## config.mk

```make
export PLATFORM = sky130hd
export DESIGN_NAME = acc_drain
export DESIGN_NICKNAME = d
export VERILOG_FILES = /design/src/rtl/acc_drain.sv
export SDC_FILE = /design/constraint.sdc
export NUM_CORES = 1
export LEC_CHECK = 0
export ABC_AREA = 1
export CORE_ASPECT_RATIO = 2
export CORE_MARGIN = 4
export CORE_UTILIZATION = 50
export DETAILED_ROUTE_END_ITERATION = 8
export GPL_TIMING_DRIVEN = 1
export PLACE_DENSITY = 0.8
export SYNTH_ARGS = -nofsm -noshare
export SYNTH_HDL_FRONTEND = slang
export SYNTH_SLANG_ARGS = --single-unit
```

## constraint.sdc

```tcl
create_clock -name clk -period 2.7 [get_ports clk]
set_input_delay 0.54 -clock clk [delete_from_list [all_inputs] [get_ports clk]]
set_output_delay 0.54 -clock clk [all_outputs]
set_load 0.02 [all_outputs]
```

## src/rtl/acc_drain.sv

```systemverilog
// acc_drain: captures one column of accumulator lanes, requantizes them,
// and serializes the lanes one per cycle onto an AXI-Stream master.
module acc_drain #(
  parameter int R     = 8,
  parameter int WY    = 16,
  parameter int WO    = 8,
  parameter int SHIFT = 4
) (
  input  logic                 clk,
  input  logic                 rstn,
  input  logic                 s_valid,
  output logic                 s_ready,
  input  logic [R*WY-1:0]      s_data,
  input  logic                 s_last,
  output logic                 m_valid,
  input  logic                 m_ready,
  output logic signed [WO-1:0] m_data,
  output logic                 m_last
);

  localparam int IW = (R > 1) ? $clog2(R) : 1;
  localparam logic [IW-1:0] LAST = IW'(R - 1);

  localparam logic signed [WY:0] RND =
    (WY+1)'((1 << SHIFT) >> 1);
  localparam logic signed [WY:0] MAXV =
    (WY+1)'((1 << (WO - 1)) - 1);
  localparam logic signed [WY:0] MINV = ~MAXV;

  typedef enum logic {IDLE, DRAIN} st_t;

  st_t                 st, st_n;
  logic [IW-1:0]       idx, idx_n;
  logic                lst, lst_n;
  logic signed [WO-1:0] obuf [R];
  logic signed [WO-1:0] q [R];
  logic                cap;
  logic                fire;
  logic                at_end;

  // One extra bit keeps the rounding add from wrapping.
  function automatic logic signed [WO-1:0] rq(
    input logic signed [WY-1:0] x
  );
    logic signed [WY:0] t;
    t = ((WY+1)'(x) + RND) >>> SHIFT;
    if (t > MAXV)
      rq = MAXV[WO-1:0];
    else if (t < MINV)
      rq = MINV[WO-1:0];
    else
      rq = t[WO-1:0];
  endfunction

  always_comb begin
    for (int i = 0; i < R; i++)
      q[i] = rq(s_data[i*WY +: WY]);
  end

  always_ff @(posedge clk or negedge rstn) begin
    if (!rstn) begin
      st  <= IDLE;
      idx <= '0;
      lst <= 1'b0;
      for (int i = 0; i < R; i++)
        obuf[i] <= '0;
    end else begin
      st  <= st_n;
      idx <= idx_n;
      lst <= lst_n;
      if (cap)
        for (int i = 0; i < R; i++)
          obuf[i] <= q[i];
    end
  end

  always_comb begin
    at_end = (idx == LAST);
    fire   = (st == DRAIN) && m_ready;
    cap    = s_valid &&
             ((st == IDLE) || (fire && at_end));
    st_n   = st;
    idx_n  = idx;
    lst_n  = lst;
    if (cap) begin
      st_n  = DRAIN;
      idx_n = '0;
      lst_n = s_last;
    end else if (fire && at_end) begin
      st_n = IDLE;
    end else if (fire) begin
      idx_n = idx + 1'b1;
    end
  end

  always_comb begin
    m_valid = (st == DRAIN);
    m_data  = obuf[idx];
    m_last  = m_valid && lst && (idx == LAST);
    s_ready = (st == IDLE) ||
              (m_valid && m_ready && (idx == LAST));
  end

endmodule

```

* After elaboration in Yosys (flattened, before gate mapping)
Index checks and enable logic that the tools add are counted.
Operators by class: add/subtract/negate cells 9, order comparisons 17, reductions and logical operators 9, eq/ne operators 2, bitwise operators 2, muxes and demuxes 24
Operators with widths (number):
- 8-bit two-way mux | 18
- 16-bit by 5-bit adder with 17-bit output, second input constant | 8
- 13-bit by 8-bit > comparator with 1-bit output, second input constant | 8
- 13-bit by 8-bit less-than comparator with 1-bit output, second input constant | 8
- 8-bit binary-select mux with 3-bit select | 1
- 3-bit two-way mux | 3
- 1-bit logical AND | 5
- 4-bit greater-or-equal comparator, second input constant | 1
- 3-bit inverter with 4-bit output | 1
- 2-bit nonzero test | 2
- 3-bit by 1-bit adder with 3-bit output, second input constant | 1
- 3-bit == test, second input constant | 1
- 1-bit two-way mux | 2
- 2-bit != test, second input constant | 1
- 2-bit AND reduction | 1
- 1-bit logical OR | 1
- 1-bit inverter | 1
Storage, ports and cells: word-level logic and storage cells 74, output and inout bits 11, register bits 69, bits of input ports 133

* Depth between registers and ports, before layout
Gate-level depths: netlist of run 1.
depth after elaboration 6, depth in mapped cells 13

* Least setup slack after synthesis of run 1
OpenSTA, ideal clock, no wires.
path type register -> output, from reg idx[1], to out m_data[6], stages on the path, launching flop included 7, required time 2.160 ns, data arrival time 1.491 ns, path slack 0.669 ns, cell sequence dfrtp_1 inv_1 clkbuf_1 o21ai_0 o22ai_1 nor2_1 a31oi_1
Between the ends: longest elaborated chain between the ends 4
RTL lines:
- start, declared | RTL line 33 | logic [IW-1:0] idx, idx_n;
- start signal, assigned | RTL line 69 | idx <= idx_n;
- 3-bit inverter with 4-bit output (implied by the code) | RTL line 98 | m_data = obuf[idx];
- 8-bit binary-select mux with 3-bit select | RTL line 98
- 8-bit two-way mux (implied by the code) (2 in a row) | RTL line 98
- end, declared | RTL line 17 | output logic signed [WO-1:0] m_data,
No other way between the ends. The select of a mux whose other input is x is not followed.

* Worst setup path after layout of run 1
from reg idx[1], to out s_ready
Between the ends: longest elaborated chain between the ends 3
RTL lines:
- 3-bit == test | RTL line 101 | (m_valid && m_ready && (idx == LAST));
- 1-bit logical AND | RTL line 101
- 1-bit logical OR | RTL line 100 | s_ready = (st == IDLE) ||
- end, declared | RTL line 12 | output logic s_ready,
No other way between the ends.

==> summary.md, run 1 <==
| Metric | Value |
|---|---|
| Pre-antenna DRT Iters | 5 |
| Critical path, cell by cell | buf_4 -> ha_1 -> ha_1 -> a21oi_1 -> inv_1 -> dlygate4sd2_1 |
| Fin cells | 1276 |
| Count leader, synth | nand2_1 |
| CTS tree | built |
| Max-Cap Viols | 0 |
| CP Class | reg -> out |
| Ant. Diodes | 0 |
| Setup crit start | idx[1] |
| Inst Count DP | 1256 |
| Period Utilization, post-route | 94.2% |
| Via count | 6494 |
| Yosys warns | 0 |
| Layout fillers | roughly 1.1k |
| Worst Skew | 3.69 ps |
| Die Span Y | around 160 um |
| Number of vias per cell | 5.09 |
| Slew Limit Fails | 0 |
| Initial Utilization | 50.8% |
| Mux cell area share after synthesis | 0% |
| Synth area leader | dfrtp_1 |
| Mean Syn Cell Area | 6.16 sq um |
| CTS root buf | clkbuf_16 |
| Nature of the critical path startpoint | register |
| Synth top area share | 28.0% |
| Xor/xnor share of the synthesized area | just over 7% |
| Fmax | slightly below 400 MHz |
| Ratio of cells with drive above 1 in the final layout | 8.24% |
| Worst rel slew slack | 60.2% |
| Area growth from synthesis to layout | 27.5% |
| Initial drt markers | 452 |
| I/O Pins | 144 |
| Tmin final | between 2000 and 3000 ps |
| NumNets Final | between 1k and 1.5k |
| Die extent in x | 86.5 um |
| Antenna violations before repair | 0 |
| Drt wl/cell | 12.6 um |
| Gpl congestion | between 0.9 and 1 |
| Vias in the first global route | 6226 |
| Most frequent cells after synthesis | nand2_1 (372), nor2_1 (106), inv_1 (105), dfrtp_1 (69), nand3_1 (62) |
| Most used DFF post-synth | dfrtp_1 |
| Req. time, crit path | between 2000 and 2500 ps |
| Clk sinks | 69 |
| Sequential Area | ~1700 sq um |
| Gr ovfl total | 0 |
| Worst setup EP type | primary output |
| Worst slew pin tran | 597 ps |
| Die Area | 14300 sq um |
| Async set-or-reset flop fraction in the synthesized netlist | 100% |
| Inserted Clock Buffers | 9 |
| IO Port Bufs | 119 |
| Peak supply drop | 0.000518 V |
| Multi-input logic area | 3950 sq um |
| Final hold violation count | 0 |
| Worst EP arrival | 2000 ps |
| DRT Wirelength | 16000 um |
| CP max FO | 17 |
| Clk Latency, worst-skew pair | 340 ps |
| Seq cells post-synth | 69 |
| CP delay by family, top | buffers and inverters |
| Most used cell, CP | ha_1 |
| Status | complete, no violations |
| Top area cells in the synthesized netlist | dfrtp_1 (28%), nand2_1 (23%), nor2_1 (6.5%) |
| Synth Area in Simple Gates | 43.8% |
| Syn_nets | 1143 |
| # setup viols final | 0 |
| CP max stage cell | dfrtp_1 |
| Netlist cell types | 35 |
| P per Cell Area | 689 nW/um^2 |
| Dpl hpwl | 13000 um |
| Largest net degree at the start of global routing | 45 |
| Sequential cell area fraction in the yosys report | ~28% |
| Synth Area in Compound Gates | 11.0% |
| Core Box Area | around 12000 sq um |
| Total GRT Usage | 22.7% |
| P_leak | 4.00 nW |
| Worst r2r src | idx[1] |
| First-pass GRT wire length | ~26000 um |
| Post-route ant nets | 0 |
| Critical path buffers and inverters | 3 |
| Clk buf depth | 2 |
| Mapped Area | between 6000 and 7000 sq um |
| Sum Neg Setup Slack | 0 ps |
| Max stage delay on crit path | between 400 and 500 ps |
| DRC Markers | 0 |
| EDFF count, synth | 0 |
| Adder-cell area share of the yosys netlist | 2.03% |
| Post-synthesis cell count | ~1k |
| Clock slew at reported path FFs | about 50 ps |
| Combinational family with the most area after synthesis | simple AND/OR/NAND/NOR gates |
| RSZ-0062 raised after global routing | false |
| Worst min path class | in -> async |
| H-tree levels | 3 |
| FP Rows | 57 |
## layer usage
layer	track usage [%]	up-vias	part of all wire, %	wire, um
met2	42.7	166	54	8600
met5	0	-	0	0
li1	-	3418	-	-
met1	23.1	2868	37	5990
met4	12.9	0	4.9	783
met3	3.39	42	4.1	650
## placed cells by master, fill, tap and decap left out, types with 2 or more instances in the layout
cell	Yosys	final
clkdlybuf4s50_1	0	108
dlygate4sd2_1	0	9
nand3b_1	4	4
nand2_2	14	14
nand4_1	21	21
inv_1	105	104
clkinv_4	0	2
clkinvlp_4	0	3
nor2_1	106	105
nor3_1	6	6
buf_12	0	2
nand3_1	62	62
a21boi_1	12	12
clkinv_2	0	2
xor2_1	36	36
xnor2_1	15	15
nor2_4	7	7
dfrtp_1	69	69
or2_2	14	14
o21ai_0	42	42
clkbuf_16	0	9
clkinv_1	2	2
nand2_1	372	372
nor2_2	11	12
buf_4	0	12
a21oi_2	4	4
a31oi_1	9	9
ha_1	10	10
nand3_2	5	5
o22ai_1	8	8
a41oi_1	2	2
o21ai_1	3	3
a21oi_1	33	33
nor3_2	2	2
## state kept, by name, summed over array words and instances (netlist names)
register	flops
idx	3
lst	1
m_valid	1
obuf	64
## cells by family (layout without fill, tap and decap cells)
logic type               after synthesis  in the layout
flip-flops                            69             69
adder cells (fa/ha/maj)               10             10
AND/OR/NAND/NOR                      625            625
buffers and inverters                128            257
AO/OA/AOI/OAI                        117            117
XOR/XNOR                              51             51
## final timing paths
path / end / slack [ps] / cells after the start
max in group asynchronous: obuf[11] / 1860 / 2
min: obuf[42] / 210 / 1
max: s_ready / 160 / 6
max reg2reg: obuf[15] / 350 / 8
min in group clk: obuf[21] / 470 / 2
min reg2reg: obuf[21] / 470 / 2
## worst reg2reg max path: stages (launching register included)
cell and delay, ps:
dfrtp_1 410, buf_4 200, ha_1 200, ha_1 220
a21oi_1 240, nor2_2 130, inv_2 410, buf_4 320
o21ai_0 110
## report_power, final
group / internal (W) / switching, W / total [W]
combinational: 0.00107 / 0.00146 / 0.00253
sequential: 0.00151 / 0.000286 / 0.00180
clock: 0.000623 / 0.000452 / 0.00108
## per-stage QoR
| stage | setup WS [ps] | instance area (sq um) | power, W | utilization (%) | hold WS (ps) |
|---|---|---|---|---|---|
| 3_5_place_dp | 220 | 7550 | 0.00434 | 62.3 | 462 |
| 2_1_floorplan | 669 | 6160 | 0.00332 | - | 244 |
| 5_1_grt | 19.4 | 7850 | 0.00580 | 64.8 | 258 |
| 6_report | 155 | 7850 | 0.00541 | 64.8 | 205 |
| 4_1_cts | 14.8 | 7850 | 0.00542 | 64.7 | 223 |
| 3_3_place_gp | 249 | 7550 | 0.00429 | 62.3 | 465 |
## what timing repair did
action	4_1_cts	5_1_grt
resized for setup	10	1
cloned	0	0
setup buffers	4	0
setup endpoints to repair	10	1
hold buffers	0	0
## final cells by class
cell class,instances,share of cell area [%]
clock inverter,7,0.653
multi-input combinational,803,50.3
clock buffer,9,2.87
timing repair buffer,133,16.7
sequential,69,22.0
inverter,108,5.21
tap,147,2.34
Power figures use the tool's default switching activity.
==> run 2: changes to the inputs <==
--- a/config.mk
+++ b/config.mk
@@ -7,11 +7,11 @@
 export LEC_CHECK = 0
 export ABC_AREA = 1
 export CORE_ASPECT_RATIO = 2
-export CORE_MARGIN = 4
+export CORE_MARGIN = 3
 export CORE_UTILIZATION = 50
 export DETAILED_ROUTE_END_ITERATION = 8
+export DONT_BUFFER_PORTS = 1
 export GPL_TIMING_DRIVEN = 1
-export PLACE_DENSITY = 0.8
 export SYNTH_ARGS = -nofsm -noshare
 export SYNTH_HDL_FRONTEND = slang
 export SYNTH_SLANG_ARGS = --single-unit
==> run 2 against run 1 <==
Worst setup slack improved by 38 ps. Worst hold slack got worse by 110 ps. Clock skew barely moved. Sequential power barely moved. Critical endpoint is now m_data[3]. Highest routed layer unchanged.
==> summary.md, run 2 (same netlist as run 1, synthesis figures left out) <==
| Metric | Value |
|---|---|
| Worst rel slew slack | 72.0% (was 60.2%) |
| Hold WS | 96.1 ps (was 205 ps) |
| Clk sinks | 69 (unchanged) |
| Max stage delay on crit path | 390 ps (was 410 ps) |
| Total GRT Usage | 22.3% (was 22.7%) |
| Worst Slack Setup Final | 194 ps (was 155 ps) |
| Post-route ant nets | 0 (unchanged) |
| Core Box Area | 11900 sq um (was 12100 sq um) |
| Req. time, crit path | 2160 ps (about the same) |
| Final hold violation count | 0 (unchanged) |
| Worst EP arrival | 1970 ps (was 2000 ps) |
| R2R depth | 11 (was 8) |
| Worst min path class | in -> async (unchanged) |
| Drt wl/cell | 13.2 um (was 12.6 um) |
| Most common cell after layout, fill and taps aside | nand2_1 (unchanged) |
| Multi-input logic area | 3950 sq um (unchanged) |
| CP Class | reg -> out (unchanged) |
| Flop pwr share | 34.7% (was 33.3%) |
| Clk buf depth | 2 (unchanged) |
| FP Rows | 56 (was 57) |
| IO Port Bufs | 0 (was 119) |
| Worst r2r src | idx[0] (was idx[1]) |
| Combinational power share | 43.8% (was 46.8%) |
| RSZ-0062 raised after global routing | false (unchanged) |
| Slew Limit Fails | 0 (unchanged) |
| Most frequent cells in the layout | nand2_1 (372), inv_1 (105), nor2_1 (105), dfrtp_1 (69), nand3_1 (62) (was nand2_1 (372), clkdlybuf4s50_1 (108), nor2_1 (105), inv_1 (104), dfrtp_1 (69)) |
| Max-Cap Viols | 0 (unchanged) |
| CTS root buf | clkbuf_16 (unchanged) |
| Antenna violations before repair | 0 (unchanged) |
| DRC Markers | 0 (unchanged) |
| I/O Pins | 144 (unchanged) |
| Number of vias per cell | 5.23 (was 5.09) |
| Most used cell, CP | buf_4 (was ha_1) |
| Period Utilization, post-route | 92.8% (was 94.2%) |
| CP max stage cell | dfrtp_1 (unchanged) |
| Largest net degree at the start of global routing | 70 (was 45) |
| Switching Share | 39.4% (was 40.7%) |
| Initial drt markers | 219 (was 452) |
| Worst slew pin tran | 417 ps (was 597 ps) |
| Die Span Y | 163 um (was 165 um) |
| Clk Latency, worst-skew pair | 320 ps (was 340 ps) |
| Die Area | 13800 sq um (was 14300 sq um) |
| Worst Skew | 4.12 ps (was 3.69 ps) |
| Critical path buffers and inverters | 3 (unchanged) |
| Clock slew at reported path FFs | 50 ps (about the same) |
| Nature of the critical path startpoint | register (unchanged) |
| Internal power | 0.00315 W (was 0.00321 W) |
| H-tree levels | 3 (unchanged) |
| Pre-CTS setup slack | 452 ps (was 220 ps) |
| Placed inst area | 6400 sq um (was 7550 sq um) |
| Tmin final | 2510 ps (was 2540 ps) |
| CP max FO | 19 (was 17) |
| Pre-antenna DRT Iters | 5 (unchanged) |
| P_leak | 3.54 nW (was 4.00 nW) |
| Die extent in x | 84.5 um (was 86.5 um) |
| Post-route cell area | 6720 sq um (was 7850 sq um) |
| Peak supply drop | 0.000403 V (was 0.000518 V) |
| Gr ovfl total | 0 (unchanged) |
| First-pass GRT wire length | 26000 um (was 26300 um) |
| Ant. Diodes | 0 (unchanged) |
| Clock share of power | 21.5% (was 19.9%) |
| Vias in the first global route | 5975 (was 6226) |
| Critical path, cell by cell | clkinvlp_4 -> buf_4 -> a21oi_1 -> o21ai_0 -> a31oi_1 -> buf_4 (was buf_4 -> ha_1 -> ha_1 -> a21oi_1 -> inv_1 -> dlygate4sd2_1) |
| R2R Path End | obuf[4] (was obuf[15]) |
| # setup viols final | 0 (unchanged) |
| CP delay by family, top | buffers and inverters (unchanged) |
| P per Cell Area | 774 nW/um^2 (was 689 nW/um^2) |
| Dpl hpwl | 12100 um (was 13000 um) |
| NumNets Final | 1152 (was 1267) |
| Reg with most FFs | obuf (unchanged) |
| Post-layout util | 56.4% (was 64.8%) |
| Fmax | 399 MHz (was 393 MHz) |
| Net Switching | 0.00205 W (was 0.00220 W) |
| Top Registers | obuf x64, idx x3 (unchanged) |
| Area growth from synthesis to layout | 9.02% (was 27.5%) |
| Sequential Area | 1730 sq um (unchanged) |
| Gpl congestion | 0.941 (was 0.913) |
| Initial Utilization | 51.7% (was 50.8%) |
| Largest register FFs | 64 (unchanged) |
| Reg2reg setup slack | 430 ps (was 350 ps) |
| Inserted Clock Buffers | 9 (unchanged) |
| Layout fillers | 1203 (was 1092) |
| CTS tree | built (unchanged) |
| Status | complete, no violations (unchanged) |
| Via count | 6054 (was 6494) |
| DRT Wirelength | 15200 um (was 16000 um) |
| Sum Neg Setup Slack | 0 ps (unchanged) |
| Worst setup EP type | primary output (unchanged) |
| Ratio of cells with drive above 1 in the final layout | 9.09% (was 8.24%) |
==> run 2: how the worst max path moves through the flow <==
| stage | startpoint | to | slack (ps) | cells after the start |
|---|---|---|---|---|
| floorplan | idx[1] | m_data[6] | 670 | 6 |
| global placement | idx[0] | m_data[3] | 480 | 6 |
| detailed placement | idx[0] | m_data[3] | 450 | 6 |
| CTS | idx[0] | m_data[3] | 100 | 6 |
| global route | idx[0] | m_data[3] | 60 | 6 |
| finish | idx[0] | m_data[3] | 190 | 6 |
==> run 2: power by group through the flow <==
stage          registers [W]  logic (W)  clock network [W]
2_1_floorplan        0.00169    0.00163                  0
5_1_grt              0.00185    0.00255            0.00118
3_5_place_dp         0.00180    0.00224                  0
6_report             0.00180    0.00228            0.00112
4_1_cts              0.00180    0.00228            0.00114
3_3_place_gp         0.00180    0.00220                  0
==> run 2: area by class of cell <==
class / instances / share of cell area (%)
clock buffer: 12 / 3.67
clock inverter: 2 / 0.522
inverter: 108 / 6.09
multi-input combinational: 803 / 58.8
sequential: 69 / 25.7
tap: 145 / 2.70
timing repair buffer: 18 / 2.50
==> run 2: metrics by stage <==
stage | power (W) | std cells
floorplan | 0.00332 | 1000
global placement | 0.00400 | 1142
detailed placement | 0.00405 | 1142
CTS | 0.00523 | 1157
global route | 0.00559 | 1157
finish | 0.00520 | 1157
==> run 2: what timing repair did <==
action	CTS	global route
resized for setup	0	1
setup buffers	0	0
hold buffers	1	0
endpoints found under the setup margin	0	4
hold endpoints to repair	69	0
==> run 2: metal layers <==
metal	GRT usage (%)	routed length, um	vias up
met1	26.1	6220	2692
li1	-	-	3185
met5	0	0	-
met3	2.28	617	31
met2	40.5	7880	146
met4	9.80	497	0
==> run 3: changes to the inputs <==
--- a/config.mk
+++ b/config.mk
@@ -6,9 +6,11 @@
 export NUM_CORES = 1
 export LEC_CHECK = 0
 export ABC_AREA = 1
+export CAP_MARGIN = 20
 export CORE_ASPECT_RATIO = 2
 export CORE_MARGIN = 3
 export CORE_UTILIZATION = 50
+export CTS_CLUSTER_DIAMETER = 50
 export DETAILED_ROUTE_END_ITERATION = 8
 export DONT_BUFFER_PORTS = 1
 export GPL_TIMING_DRIVEN = 1
==> results of run 3 <==
No change in the layout: final DEF, timing and power equal those of run 2.
